[src/rtl/instr_decode_if.sv]
// Fetch-to-decode and decode-to-execute handshake bundle for instr_decode.
// The decoder sits on the slave modport; the driver of the fetch side uses master.
interface instr_decode_if #(
  parameter int CNT_W = 8
);
  logic             flush_i;
  logic             valid_i;
  logic             ready_o;
  logic [31:0]      instr_i;
  logic [31:0]      pc_i;
  logic             valid_o;
  logic             ready_i;
  logic [31:0]      instr_o;
  logic [31:0]      pc_o;
  logic [2:0]       imm_sel_o;
  logic [4:0]       rs1_o;
  logic [4:0]       rs2_o;
  logic [4:0]       rd_o;
  logic             illegal_o;
  logic [CNT_W-1:0] illegal_cnt_o;

  modport slave (
    input  flush_i, valid_i, instr_i, pc_i, ready_i,
    output ready_o, valid_o, instr_o, pc_o, imm_sel_o, rs1_o, rs2_o, rd_o,
           illegal_o, illegal_cnt_o
  );

  modport master (
    output flush_i, valid_i, instr_i, pc_i, ready_i,
    input  ready_o, valid_o, instr_o, pc_o, imm_sel_o, rs1_o, rs2_o, rd_o,
           illegal_o, illegal_cnt_o
  );
endinterface

[src/rtl/instr_decode.sv]
// Opcode decoder behind a 2-entry skid FIFO; every output is registered and
// reflects the head entry, with a saturating count of illegal words emitted.
module instr_decode #(
  parameter int CNT_W = 8
) (
  input logic           clk,
  input logic           rst,
  instr_decode_if.slave bus
);

  typedef struct packed {
    logic [31:0] instr;
    logic [31:0] pc;
    logic [2:0]  sel;
    logic        ill;
  } entry_t;

  entry_t     mem [2];
  logic [1:0] count;
  logic       wr_ptr;
  logic       rd_ptr;

  entry_t     in_entry;
  entry_t     head;
  logic       push;
  logic       pop;
  logic [1:0] remain;
  logic [1:0] count_nxt;
  logic       wr_nxt;
  logic       rd_nxt;

  function automatic entry_t decode(input logic [31:0] instr, input logic [31:0] pc);
    entry_t e;
    e.instr = instr;
    e.pc    = pc;
    e.sel   = 3'd0;
    e.ill   = 1'b0;
    // every recognised opcode has [1:0]=11, so the full 7-bit match covers that check
    case (instr[6:0])
      7'b0010011:            e.sel = 3'd1;
      7'b0000011:            e.sel = 3'd2;
      7'b0100011:            e.sel = 3'd3;
      7'b1100011:            e.sel = 3'd4;
      7'b1100111:            e.sel = 3'd5;
      7'b1101111:            e.sel = 3'd6;
      7'b0110111, 7'b0010111: e.sel = 3'd7;
      7'b0110011, 7'b0001111, 7'b1110011: e.sel = 3'd0;
      default:               e.ill = 1'b1;
    endcase
    return e;
  endfunction

  always_comb begin
    in_entry  = decode(bus.instr_i, bus.pc_i);
    push      = bus.valid_i && bus.ready_o && !bus.flush_i;
    pop       = bus.valid_o && bus.ready_i;
    remain    = count - {1'b0, pop};
    count_nxt = bus.flush_i ? 2'd0 : remain + {1'b0, push};
    wr_nxt    = bus.flush_i ? 1'b0 : wr_ptr ^ push;
    rd_nxt    = bus.flush_i ? 1'b0 : rd_ptr ^ pop;
    // with nothing left behind the pop, the incoming word becomes the head directly
    head      = (remain == 2'd0) ? in_entry : mem[rd_nxt];
  end

  always_ff @(posedge clk) begin
    if (push) mem[wr_ptr] <= in_entry;
  end

  always_ff @(posedge clk or negedge rst) begin
    if (!rst) begin
      count             <= 2'd0;
      wr_ptr            <= 1'b0;
      rd_ptr            <= 1'b0;
      bus.ready_o       <= 1'b0;
      bus.valid_o       <= 1'b0;
      bus.instr_o       <= '0;
      bus.pc_o          <= '0;
      bus.imm_sel_o     <= '0;
      bus.rs1_o         <= '0;
      bus.rs2_o         <= '0;
      bus.rd_o          <= '0;
      bus.illegal_o     <= 1'b0;
      bus.illegal_cnt_o <= '0;
    end else begin
      count       <= count_nxt;
      wr_ptr      <= wr_nxt;
      rd_ptr      <= rd_nxt;
      bus.ready_o <= (count_nxt != 2'd2);
      bus.valid_o <= (count_nxt != 2'd0);
      if (count_nxt != 2'd0) begin
        bus.instr_o   <= head.instr;
        bus.pc_o      <= head.pc;
        bus.imm_sel_o <= head.sel;
        bus.rs1_o     <= head.instr[19:15];
        bus.rs2_o     <= head.instr[24:20];
        bus.rd_o      <= head.instr[11:7];
        bus.illegal_o <= head.ill;
      end else begin
        bus.imm_sel_o <= 3'd0;
        bus.illegal_o <= 1'b0;
      end
      if (pop && bus.illegal_o && (bus.illegal_cnt_o != {CNT_W{1'b1}}))
        bus.illegal_cnt_o <= bus.illegal_cnt_o + 1'b1;
    end
  end

endmodule
[src/flat_wrapper.sv]
// flat-port wrapper written by rule: the top's interface ports become plain ports
module instr_decode_flat 
#(
  parameter int CNT_W = 8
)
  (clk, rst, bus_flush_i, bus_valid_i, bus_instr_i, bus_pc_i, bus_ready_i, bus_ready_o, bus_valid_o, bus_instr_o, bus_pc_o, bus_imm_sel_o, bus_rs1_o, bus_rs2_o, bus_rd_o, bus_illegal_o, bus_illegal_cnt_o);
  instr_decode_if #(.CNT_W(CNT_W)) bus_i ();
  input logic clk;
  input logic rst;
  input wire logic [$bits(bus_i.flush_i)-1:0] bus_flush_i;
  input wire logic [$bits(bus_i.valid_i)-1:0] bus_valid_i;
  input wire logic [$bits(bus_i.instr_i)-1:0] bus_instr_i;
  input wire logic [$bits(bus_i.pc_i)-1:0] bus_pc_i;
  input wire logic [$bits(bus_i.ready_i)-1:0] bus_ready_i;
  output wire logic [$bits(bus_i.ready_o)-1:0] bus_ready_o;
  output wire logic [$bits(bus_i.valid_o)-1:0] bus_valid_o;
  output wire logic [$bits(bus_i.instr_o)-1:0] bus_instr_o;
  output wire logic [$bits(bus_i.pc_o)-1:0] bus_pc_o;
  output wire logic [$bits(bus_i.imm_sel_o)-1:0] bus_imm_sel_o;
  output wire logic [$bits(bus_i.rs1_o)-1:0] bus_rs1_o;
  output wire logic [$bits(bus_i.rs2_o)-1:0] bus_rs2_o;
  output wire logic [$bits(bus_i.rd_o)-1:0] bus_rd_o;
  output wire logic [$bits(bus_i.illegal_o)-1:0] bus_illegal_o;
  output wire logic [$bits(bus_i.illegal_cnt_o)-1:0] bus_illegal_cnt_o;
  assign bus_i.flush_i = bus_flush_i;
  assign bus_i.valid_i = bus_valid_i;
  assign bus_i.instr_i = bus_instr_i;
  assign bus_i.pc_i = bus_pc_i;
  assign bus_i.ready_i = bus_ready_i;
  assign bus_ready_o = bus_i.ready_o;
  assign bus_valid_o = bus_i.valid_o;
  assign bus_instr_o = bus_i.instr_o;
  assign bus_pc_o = bus_i.pc_o;
  assign bus_imm_sel_o = bus_i.imm_sel_o;
  assign bus_rs1_o = bus_i.rs1_o;
  assign bus_rs2_o = bus_i.rs2_o;
  assign bus_rd_o = bus_i.rd_o;
  assign bus_illegal_o = bus_i.illegal_o;
  assign bus_illegal_cnt_o = bus_i.illegal_cnt_o;
  instr_decode #(.CNT_W(CNT_W)) u_core (.clk(clk), .rst(rst), .bus(bus_i));
endmodule
[config.mk]
export PLATFORM = sky130hd
export DESIGN_NAME = instr_decode_flat
export DESIGN_NICKNAME = d
export VERILOG_FILES = /design/src/rtl/instr_decode_if.sv /design/src/rtl/instr_decode.sv /design/src/flat_wrapper.sv
export SDC_FILE = /design/constraint.sdc
export NUM_CORES = 1
export LEC_CHECK = 0
export ABC_CLOCK_PERIOD_IN_PS = 3700
export CAP_MARGIN = 25
export CORE_ASPECT_RATIO = 1.5
export CORE_UTILIZATION = 45
export DETAILED_ROUTE_END_ITERATION = 8
export GPL_ROUTABILITY_DRIVEN = 0
export GPL_TIMING_DRIVEN = 0
export PLACE_DENSITY = 0.69
export SLEW_MARGIN = 10
export SYNTH_ARGS = -nofsm -noshare
export SYNTH_HDL_FRONTEND = slang
export SYNTH_SLANG_ARGS = --single-unit
[constraint.sdc]
create_clock -name clk -period 3.7 [get_ports clk]
set_input_delay 0.37 -clock clk [delete_from_list [all_inputs] [get_ports clk]]
set_output_delay 0.37 -clock clk [all_outputs]
set_load 0.03 [all_outputs]
==> run metrics, run 1 <==
CP max-delay cell clkdlybuf4s50_1; Worst Path Required just over 4 ns; Core Box Area about 20000 µm²; first-pass GRT wire length around 35000 µm; GRT Total Usage 21.7%; total of max-cap violations 0; top-area cell type share of the netlist area 45.1%; largest net degree at the start of global routing 53; number of flops mapped to enable cells by yosys ~140; total CTS buffers 20; synth cell count leaders edfxtp_1 (136), dfrtp_1 (82), o2bb2ai_1 (64); initial core utilization 45.8%; Finish-stage setup viols 0; vias in the first global route about 6700; worst setup path endpoint u_core.bus.rs1_o[3]; Worst-Skew Late Latency between 0.4 and 0.5 ns; Final HPWL DP roughly 15000 µm; Sink Count between 200 and 250; Peak VDD IR ~570 µV; # hold bufs at CTS 1; CP Class in2reg; die area 20700 µm²; slew at the pin closest to its max-slew limit slightly below 0.8 ns; Pleak 4.24 nW; Period minus WS final 2.97 ns; post-synth top area cell edfxtp_1; number of antenna violations at the first check in global routing 1; clk root buf clkbuf_16; post-route DRC violation count 0; top_reg_cell synth edfxtp_1; I/O pins 162; crit path max fanout 10; count of final max-slew check failures 0; post-synthesis sequential area ratio between 60 and 70%; CTS tree done; Critical R2R Launch u_core.bus.valid_o; CP Cell Sequence clkdlybuf4s50_1 -> clkbuf_1 -> nor2_1 -> ha_1 -> xnor3_1 -> nor2_4 -> nor2_4 -> buf_2 -> buf_2 -> o2bb2ai_1; synthesized net count about 700; Die W ~120 µm; Synth area leaders edfxtp_1 (45%), dfrtp_1 (23%), o2bb2ai_1 (6.2%), a221oi_1 (5.4%), nor2b_1 (3.8%); CP Depth 10; CTS clk-pin slew, worst paths around 0.070 ns; Area after DPL between 10000 and 15000 µm²; CTS H-tree depth 1; Finished Layout Cells roughly 1100; crit path from bus_flush_i; synth unique cells 47; Synth Warn # 0; placed cells 1056; Synth Cell Area just over 9000 µm²; Async S/R FF share, synth 37.6%; Arr. time, crit path between 3 and 4 ns; Finished Cell Area roughly 12000 µm²; net count of the finished layout a little under 900; Tcrit/Tclk final roughly 80%; Area Growth Syn to Fin 29.8%; Port-buffer cells approximately 160; syn avg cell area about 14 µm²; DP Worst Slack 0.233 ns; status finished clean; Slew headroom roughly 48%; RSZ-0062 raised after global routing no; via count 6077; Worst setup SP type input port; DR iter-0 viols 342; Critical Path End Type flip-flop; Buf/Inv on CP 4; Final ANT Viol Nets 0; cell family with most CP delay buffers and inverters; TritonRoute pass-1 iters 4; Worst path max stage delay between 0.6 and 0.7 ns; WL per Instance slightly above 20 µm; Worst Skew 0.00764 ns; Total Wirelength ~22000 µm; worst r2r dst u_core.bus.rs1_o[3]; share of cells above drive strength 1 11.2%; row count 63; synthesis-stage register bit count between 200 and 250; dominant cell by count in the synthesized netlist edfxtp_1; Reg2Reg Depth 11; Final Hold Fails 0; PnR worst setup slack about 0.73 ns; worst hold path type in2async; worst-case clock buffer depth 3; Reg2Reg Setup Slack 1.00 ns; Die Span Y 176 µm; DR vias/cell 5.55; PwrDens about 900 nW/µm²; total global routing overflow 0; postcts setup bufs 0; post_cts resized 0; Mapped Cells around 630; Fmax achieved roughly 340 MHz
how the worst min path moves through the flow:
stage,startpoint,endpoint,slack [ns],cells after the start
after floorplan,rst,u_core.bus.illegal_cnt_o[0],0.07,0
after global placement,u_core.bus.instr_o[13],u_core.bus.instr_o[13],0.47,1
after detailed placement,rst,u_core.bus.pc_o[27],0.43,1
after CTS,rst,u_core.bus.pc_o[27],0.46,2
after global routing,bus_instr_i[28],u_core.mem[1][64],0.48,1
final,rst,u_core.bus.pc_o[27],0.45,2
cell families (layout without fill, tap and decap cells):
| group | Yosys count | in the layout | share of synthesized area (%) |
|---|---|---|---|
| other | 0 | 1 | 0 |
| and+or+nand+nor | 108 | 108 | 7.45 |
| adders and majority gates | 5 | 5 | 0.690 |
| AOI/OAI and AO/OA | 208 | 208 | 17.9 |
| buffers and inverters | 81 | 282 | 4.90 |
| DFF | 218 | 218 | 67.7 |
| muxes | 1 | 1 | 0.124 |
| xor gates and xnor gates | 11 | 11 | 1.21 |
state kept, by name (all words and copies together), names as in the netlist:
signal                    count
u_core.mem                  136
u_core.bus.pc_o              32
u_core.bus.instr_o           20
u_core.bus.illegal_cnt_o      8
u_core.bus.rd_o               4
u_core.bus.rs1_o              4
u_core.bus.rs2_o              4
u_core.bus.imm_sel_o          3
u_core.count                  2
u_core.bus.illegal_o          1
u_core.bus.ready_o            1
u_core.bus.valid_o            1
u_core.rd_ptr                 1
u_core.wr_ptr                 1
through the flow:
stage / total power [mW] / setup TNS (ns) / util, % / hold slack (ns)
2_1_floorplan: 6.55 / 0 / - / 0.0744
3_3_place_gp: 8.33 / -214.10 / 55.6 / 0.473
3_5_place_dp: 8.47 / 0 / 56.1 / 0.427
4_1_cts: 10.6 / 0 / 59.4 / 0.464
5_1_grt: 11.0 / 0 / 59.4 / 0.480
6_report: 10.5 / 0 / 59.4 / 0.445
cell usage in the layout, fill, tap and decap left out, drive strengths merged, types with 2 or more instances in the layout:
| master | Yosys | layout |
|---|---|---|
| clkdlybuf4s50 | 0 | 160 |
| edfxtp | 136 | 136 |
| dfrtp | 82 | 82 |
| a221oi | 66 | 66 |
| o2bb2ai | 64 | 64 |
| o21ai | 64 | 64 |
| clkbuf | 31 | 56 |
| nor2b | 55 | 55 |
| buf | 39 | 43 |
| and2b | 11 | 11 |
| inv | 11 | 11 |
| nor2 | 11 | 11 |
| nand2 | 9 | 9 |
| clkinv | 0 | 9 |
| xor2 | 7 | 7 |
| ha | 5 | 5 |
| a21oi | 4 | 4 |
| xnor2 | 3 | 3 |
| nand3 | 3 | 3 |
| a211oi | 3 | 3 |
| nor3 | 3 | 3 |
| or4bb | 2 | 2 |
| a2bb2oi | 2 | 2 |
| nand2b | 2 | 2 |
| o21a | 2 | 2 |
| nand4 | 2 | 2 |
| bufinv | 0 | 2 |
| and2 | 2 | 2 |
power breakdown:
part / leakage (nW) / switching [mW] / internal (mW)
clock network: 0.322 / 0.876 / 1.18
registers: 2.26 / 0.318 / 3.15
logic: 1.65 / 3.00 / 1.94
metal layers:
layer	track usage (%)	vias to the layer above	routed length (µm)
met2	40.3	174	12000
met5	0	-	0
met4	8.71	0	727
li1	-	2811	-
met1	25.2	3047	8650
met3	2.92	45	902
worst reg2reg max path: cells and delay by family (launching register included):
kind	cells	cell delay (ns)
buffers and inverters	4	0.82
adders and majority gates	2	0.51
and+or+nand+nor	3	0.45
DFF	1	0.39
xor gates and xnor gates	1	0.26
AOI/OAI and AO/OA	1	0.18
area by class of cell:
| type | count | area (µm²) |
|---|---|---|
| Antenna cell | 1 | 2.50 |
| Buffer | 70 | 403 |
| Clock buffer | 25 | 541 |
| Clock inverter | 11 | 103 |
| Fill cell | 1546 | 8020 |
| Inverter | 11 | 41.3 |
| Multi-Input combinational cell | 333 | 2510 |
| Sequential cell | 218 | 6140 |
| Tap cell | 260 | 325 |
| Timing Repair Buffer | 165 | 1700 |
(Power assumes the default switching activity.)
==> run 2, diff against run 1 <==
--- a/config.mk
+++ b/config.mk
@@ -5,14 +5,14 @@
 export SDC_FILE = /design/constraint.sdc
 export NUM_CORES = 1
 export LEC_CHECK = 0
-export ABC_CLOCK_PERIOD_IN_PS = 3700
+export ABC_CLOCK_PERIOD_IN_PS = 2700
 export CAP_MARGIN = 25
 export CORE_ASPECT_RATIO = 1.5
 export CORE_UTILIZATION = 45
 export DETAILED_ROUTE_END_ITERATION = 8
 export GPL_ROUTABILITY_DRIVEN = 0
 export GPL_TIMING_DRIVEN = 0
-export PLACE_DENSITY = 0.69
+export PLACE_DENSITY = 0.72
 export SLEW_MARGIN = 10
 export SYNTH_ARGS = -nofsm -noshare
 export SYNTH_HDL_FRONTEND = slang
==> constraint.sdc (replaced) <==
create_clock -name clk -period 2.7 [get_ports clk]
set_input_delay 0.27 -clock clk [delete_from_list [all_inputs] [get_ports clk]]
set_output_delay 0.27 -clock clk [all_outputs]
set_load 0.03 [all_outputs]
==> run metrics, run 2 (synthesized netlist as in run 1, its figures left out) <==
total global routing overflow 0; total of max-cap violations 0; via count approximately 6000; Arr. time, crit path 2.95 ns; Die Span Y between 150 and 200 µm; GRT Total Usage 21.8%; hold slack final around 0.28 ns; Critical Path End Type flip-flop; placed cells approximately 1100; first-pass GRT wire length about 35000 µm; CP Cell Sequence and2_0 -> buf_2 -> ha_1 -> inv_1 -> ha_1 -> xnor3_1 -> nor2_4 -> nor2_4 -> clkbuf_1 -> o2bb2ai_1; Final Hold Fails 0; initial core utilization 45.8%; Worst path max stage delay approximately 0.46 ns; Area after DPL between 10000 and 15000 µm²; Most flops, register u_core.mem; Peak VDD IR 859 µV; CTS tree done; CTS clk-pin slew, worst paths about 0.070 ns; fill count between 1500 and 2000; Buf/Inv on CP 3; Slew headroom between 50% and 60%; Total Wirelength 22400 µm; Final HPWL DP roughly 15000 µm; total CTS buffers 20; cell family with most CP delay buffers and inverters; WL per Instance about 20 µm; DR vias/cell between 5 and 6; most frequent cells in the layout clkdlybuf4s50_1 (160), edfxtp_1 (136), dfrtp_1 (82), o2bb2ai_1 (64), a221oi_1 (56); vias in the first global route ~6500; largest net degree at the start of global routing 52; Reg2Reg Depth 10; share of cells above drive strength 1 11.9%; status finished clean; Reg area 6140 µm²; Final ANT Viol Nets 0; Worst setup SP type flip-flop; CTS H-tree depth 1; Worst Path Required ~3.1 ns; RSZ-0062 raised after global routing no; Die W roughly 120 µm; Multi-input gate area between 2000 and 3000 µm²; TritonRoute pass-1 iters 4; postcts setup bufs 0; Finished Cell Area ~12000 µm²; Core Box Area 19800 µm²; Sink Count 218; worst r2r dst u_core.bus.pc_o[0]; Period minus WS final around 2.5 ns; clk root buf clkbuf_16; Fmax achieved 393 MHz; worst hold path type in2async; most common cell after layout, fill and taps aside clkdlybuf4s50_1; Pleak about 4.3 nW; Worst-Skew Late Latency approximately 0.49 ns; Finished Layout Cells between 1000 and 1500; CP max-delay cell clkbuf_1; post-route DRC violation count 0; max FFs per register 136; die area a little over 20000 µm²; Largest regs u_core.mem (136), u_core.bus.pc_o (32), u_core.bus.instr_o (20); slew at the pin closest to its max-slew limit 0.735 ns; DR iter-0 viols approximately 330; row count between 60 and 70; Critical R2R Launch u_core.bus.valid_o; Reg2Reg Setup Slack about 0.16 ns; count of final max-slew check failures 0; Tcrit/Tclk final between 90 and 100%; Finish-stage setup viols 0; Worst Skew about 0.0074 ns; TNS Setup 0 ns; crit path max fanout 10; PwrDens 1230 nW/µm²; Port-buffer cells between 150 and 200; Area Growth Syn to Fin 30.1%; net count of the finished layout just under 900; I/O pins approximately 160; number of antenna violations at the first check in global routing 1; CP Class reg2reg; worst-case clock buffer depth 3
-- run 2: final cells by class --
cell class,count,share of cell area (%)
buffer,70,3.50
tap,260,2.76
timing repair buffer,165,14.3
multi-input combinational,333,21.3
inverter,11,0.350
clock inverter,13,1.20
antenna,1,0.0212
clock buffer,23,4.52
sequential,218,52.0
-- run 2: worst reg2reg max path, stage by stage, from the launching register on --
cell,delay [ns]
dfrtp_1,0.41
and2_0,0.15
buf_2,0.16
ha_1,0.32
inv_1,0.05
ha_1,0.20
xnor3_1,0.25
nor2_4,0.06
nor2_4,0.22
clkbuf_1,0.46
o2bb2ai_1,0.19
-- run 2: how the worst max path moves through the flow --
stage,start,to,slack (ns),cells past startpoint
after floorplan,u_core.bus.ready_o,u_core.mem[1][0],-0.15,3
after global placement,rst,u_core.bus.instr_o[2],-1.97,1
after detailed placement,bus_flush_i,u_core.bus.rs2_o[1],-0.65,10
after CTS,bus_flush_i,u_core.bus.rs1_o[1],0.04,10
after global routing,u_core.bus.valid_o,u_core.bus.imm_sel_o[1],0.003,9
final,u_core.bus.valid_o,u_core.bus.pc_o[0],0.16,10
-- run 2: power by group --
| group | total, mW | switching [mW] | internal (mW) | leakage [nW] |
|---|---|---|---|---|
| Combinational | 6.77 | 4.10 | 2.67 | 1.65 |
| Clock | 2.93 | 1.23 | 1.71 | 0.337 |
| Sequential | 4.76 | 0.434 | 4.32 | 2.26 |
-- run 2: per-stage QoR --
stage	power [mW]	utilization, %	setup slack, ns
6_report	14.5	59.6	0.157
4_1_cts	14.6	59.5	0.0432
3_3_place_gp	11.4	55.6	-1.97
5_1_grt	15.2	59.6	0.00254
2_1_floorplan	8.98	-	-0.148
3_5_place_dp	11.6	56.1	-0.648
-- run 2: per-layer routing --
layer | GRT usage [%] | vias to the layer above | routed length (µm)
met4 | 6.41 | 0 | 449
met3 | 2.56 | 32 | 929
met2 | 40.6 | 164 | 12100
li1 | - | 2809 | -
met5 | 0 | - | 0
met1 | 26.4 | 3071 | 8880
-- run 2: repair_timing --
action	4_1_cts	5_1_grt
hold buffers	1	0
gates resized for setup	1	7
hold endpoints to repair	31	0
endpoints found under the setup margin	46	59
==> run 3, diff against run 2 <==
--- a/config.mk
+++ b/config.mk
@@ -13,6 +13,8 @@
 export GPL_ROUTABILITY_DRIVEN = 0
 export GPL_TIMING_DRIVEN = 0
 export PLACE_DENSITY = 0.72
+export RECOVER_POWER = 25
+export REMOVE_ABC_BUFFERS = 1
 export SLEW_MARGIN = 10
 export SYNTH_ARGS = -nofsm -noshare
 export SYNTH_HDL_FRONTEND = slang
==> run metrics, run 3 (synthesized netlist as in run 1, its figures left out) <==
status finished, violations left; violations in the final reports max-capacitance violations, max-slew violations; total CTS buffers 21; most frequent cells in the layout edfxtp_1 (136), clkdlybuf4s50_1 (100), dfrtp_1 (82), o2bb2ai_1 (64), dlygate4sd3_1 (60); Period minus WS final between 2 and 3 ns; Tcrit/Tclk final a little over nine tenths; share of cells above drive strength 1 9.36%; die area around 21000 µm²; post-route DRC violation count 0; Pleak 4.16 nW; Final ANT Viol Nets 0; PwrDens ~1200 nW/µm²; Area after DPL about 11000 µm²; WL per Instance about 22 µm; Total Wirelength 22900 µm; power after layout between 10 and 15 mW; CTS tree done; Arr. time, crit path approximately 3.0 ns; count of final max-slew check failures 28; first-pass GRT wire length 35600 µm; final core occ about three fifths; Critical Path End Type flip-flop; Finished Layout Cells between 1000 and 1500; RSZ-0062 raised after global routing no; net count of the finished layout roughly 840; Worst setup SP type flip-flop; CTS clk-pin slew, worst paths roughly 0.07 ns; Most flops, register u_core.mem; largest net degree at the start of global routing 72; Area Growth Syn to Fin 29.0%; row count 63; Worst Skew 0.0135 ns; Finished Cell Area ~12000 µm²; number of antenna violations at the first check in global routing 3; Peak VDD IR around 1100 µV; CP Class reg2reg; total of max-cap violations 1; TritonRoute pass-1 iters 5; hold slack final about 0.45 ns; Worst Path Required 3.11 ns; Fmax achieved 393 MHz; clk root buf clkbuf_16; placed cells 994; CTS H-tree depth 1; Slew headroom -25.8%; Port-buffer cells roughly 160; worst hold path type in2reg; DR vias/cell between 5 and 6; Core Box Area 19800 µm²; DR iter-0 viols 396; Die W about 120 µm; Sink Count ~220; Die Span Y about 180 µm; via count 6045; Worst-Skew Late Latency between 0.4 and 0.5 ns; initial core utilization a little under half; total global routing overflow 0; Final Hold Fails 0; most common cell after layout, fill and taps aside edfxtp_1; slew at the pin closest to its max-slew limit 1.89 ns; vias in the first global route ~6400; worst-case clock buffer depth 3; max FFs per register roughly 140; I/O pins around 160; Largest regs u_core.mem (136), u_core.bus.pc_o (32), u_core.bus.instr_o (20); Final HPWL DP between 10000 and 15000 µm; GRT Total Usage 22.0%; crit path max fanout 16; Finish-stage setup viols 0
[run 3: changes by cell type in the layout (fill, tap and decap cells not counted), moves of 3 or more]
cell,change
clkdlybuf4s50_1,-60
clkinv_2,-4
dlygate4sd3_1,+59
clkbuf_1,-21
clkbuf_2,-4
bufinv_16,-3
buf_2,-11
buf_4,-12
buf_16,+7
diode_2,+3
buf_6,-7
[run 3: final cells by class]
cell class,count,area (µm²)
diodes,4,10.0
clock buffers,28,552
clock inverters,8,40.0
fillers,1565,8090
inverters,11,67.6
multi-input cells,334,2570
flip-flops and latches,218,6140
well taps,260,325
repair buffers,180,1980
repair inverters,1,11.3
[run 3: final timing paths]
path | depth (start not counted) | to | slack (ns) | start
max | 11 | u_core.bus.rd_o[1] | 0.15 | u_core.bus.valid_o
max reg2reg | 11 | u_core.bus.rd_o[1] | 0.15 | u_core.bus.valid_o
min reg2reg | 1 | u_core.bus.instr_o[2] | 0.49 | u_core.bus.instr_o[2]
min in group asynchronous | 2 | u_core.bus.rd_o[2] | 0.84 | rst
max in group asynchronous | 2 | u_core.bus.pc_o[12] | 0.77 | rst
min | 2 | u_core.wr_ptr | 0.45 | bus_flush_i
[run 3: layer usage]
layer | track usage [%] | vias to the layer above | share of wire, %
li1 | - | 2710 | -
met1 | 25.8 | 3101 | 39
met2 | 41.0 | 191 | 54
met3 | 2.73 | 43 | 4.3
met4 | 7.59 | 0 | 2.9
met5 | 0 | - | 0
[run 3: worst max-delay path, cell delays in order (launching register included)]
cell       delay (ns)
dfrtp_1          0.39
and2_4           0.21
ha_4             0.30
inv_1            0.05
ha_1             0.19
xnor3_1          0.26
nor2_4           0.07
nor2_4           0.18
clkbuf_16        0.24
buf_4            0.15
bufbuf_16        0.28
o2bb2ai_1        0.13
[run 3: per-stage QoR]
stage,setup WS (ns),TNS (ns)
final,0.152,0
after global routing,0.0414,0
after CTS,0.0355,0
after detailed placement,-1.33,-80.79
after global placement,-4.26,-942.62
after floorplan,-1.38,-103.19
[run 3: power breakdown]
group	internal (mW)	leakage, nW	total [mW]	switching, mW
Clock	1.43	0.292	2.63	1.19
Combinational	2.77	1.61	7.06	4.29
Sequential	4.32	2.26	4.75	0.426
Total	8.53	4.16	14.4	5.91
[run 3: repair_timing]
action | in CTS | in global routing
gates resized for setup | 14 | 2
cloned | 3 | 2
buffers inserted | 2 | 3
hold buffers | 1 | 0
endpoints found under the setup margin | 69 | 31
pin swaps | 2 | 2
hold endpoints to repair | 27 | 0
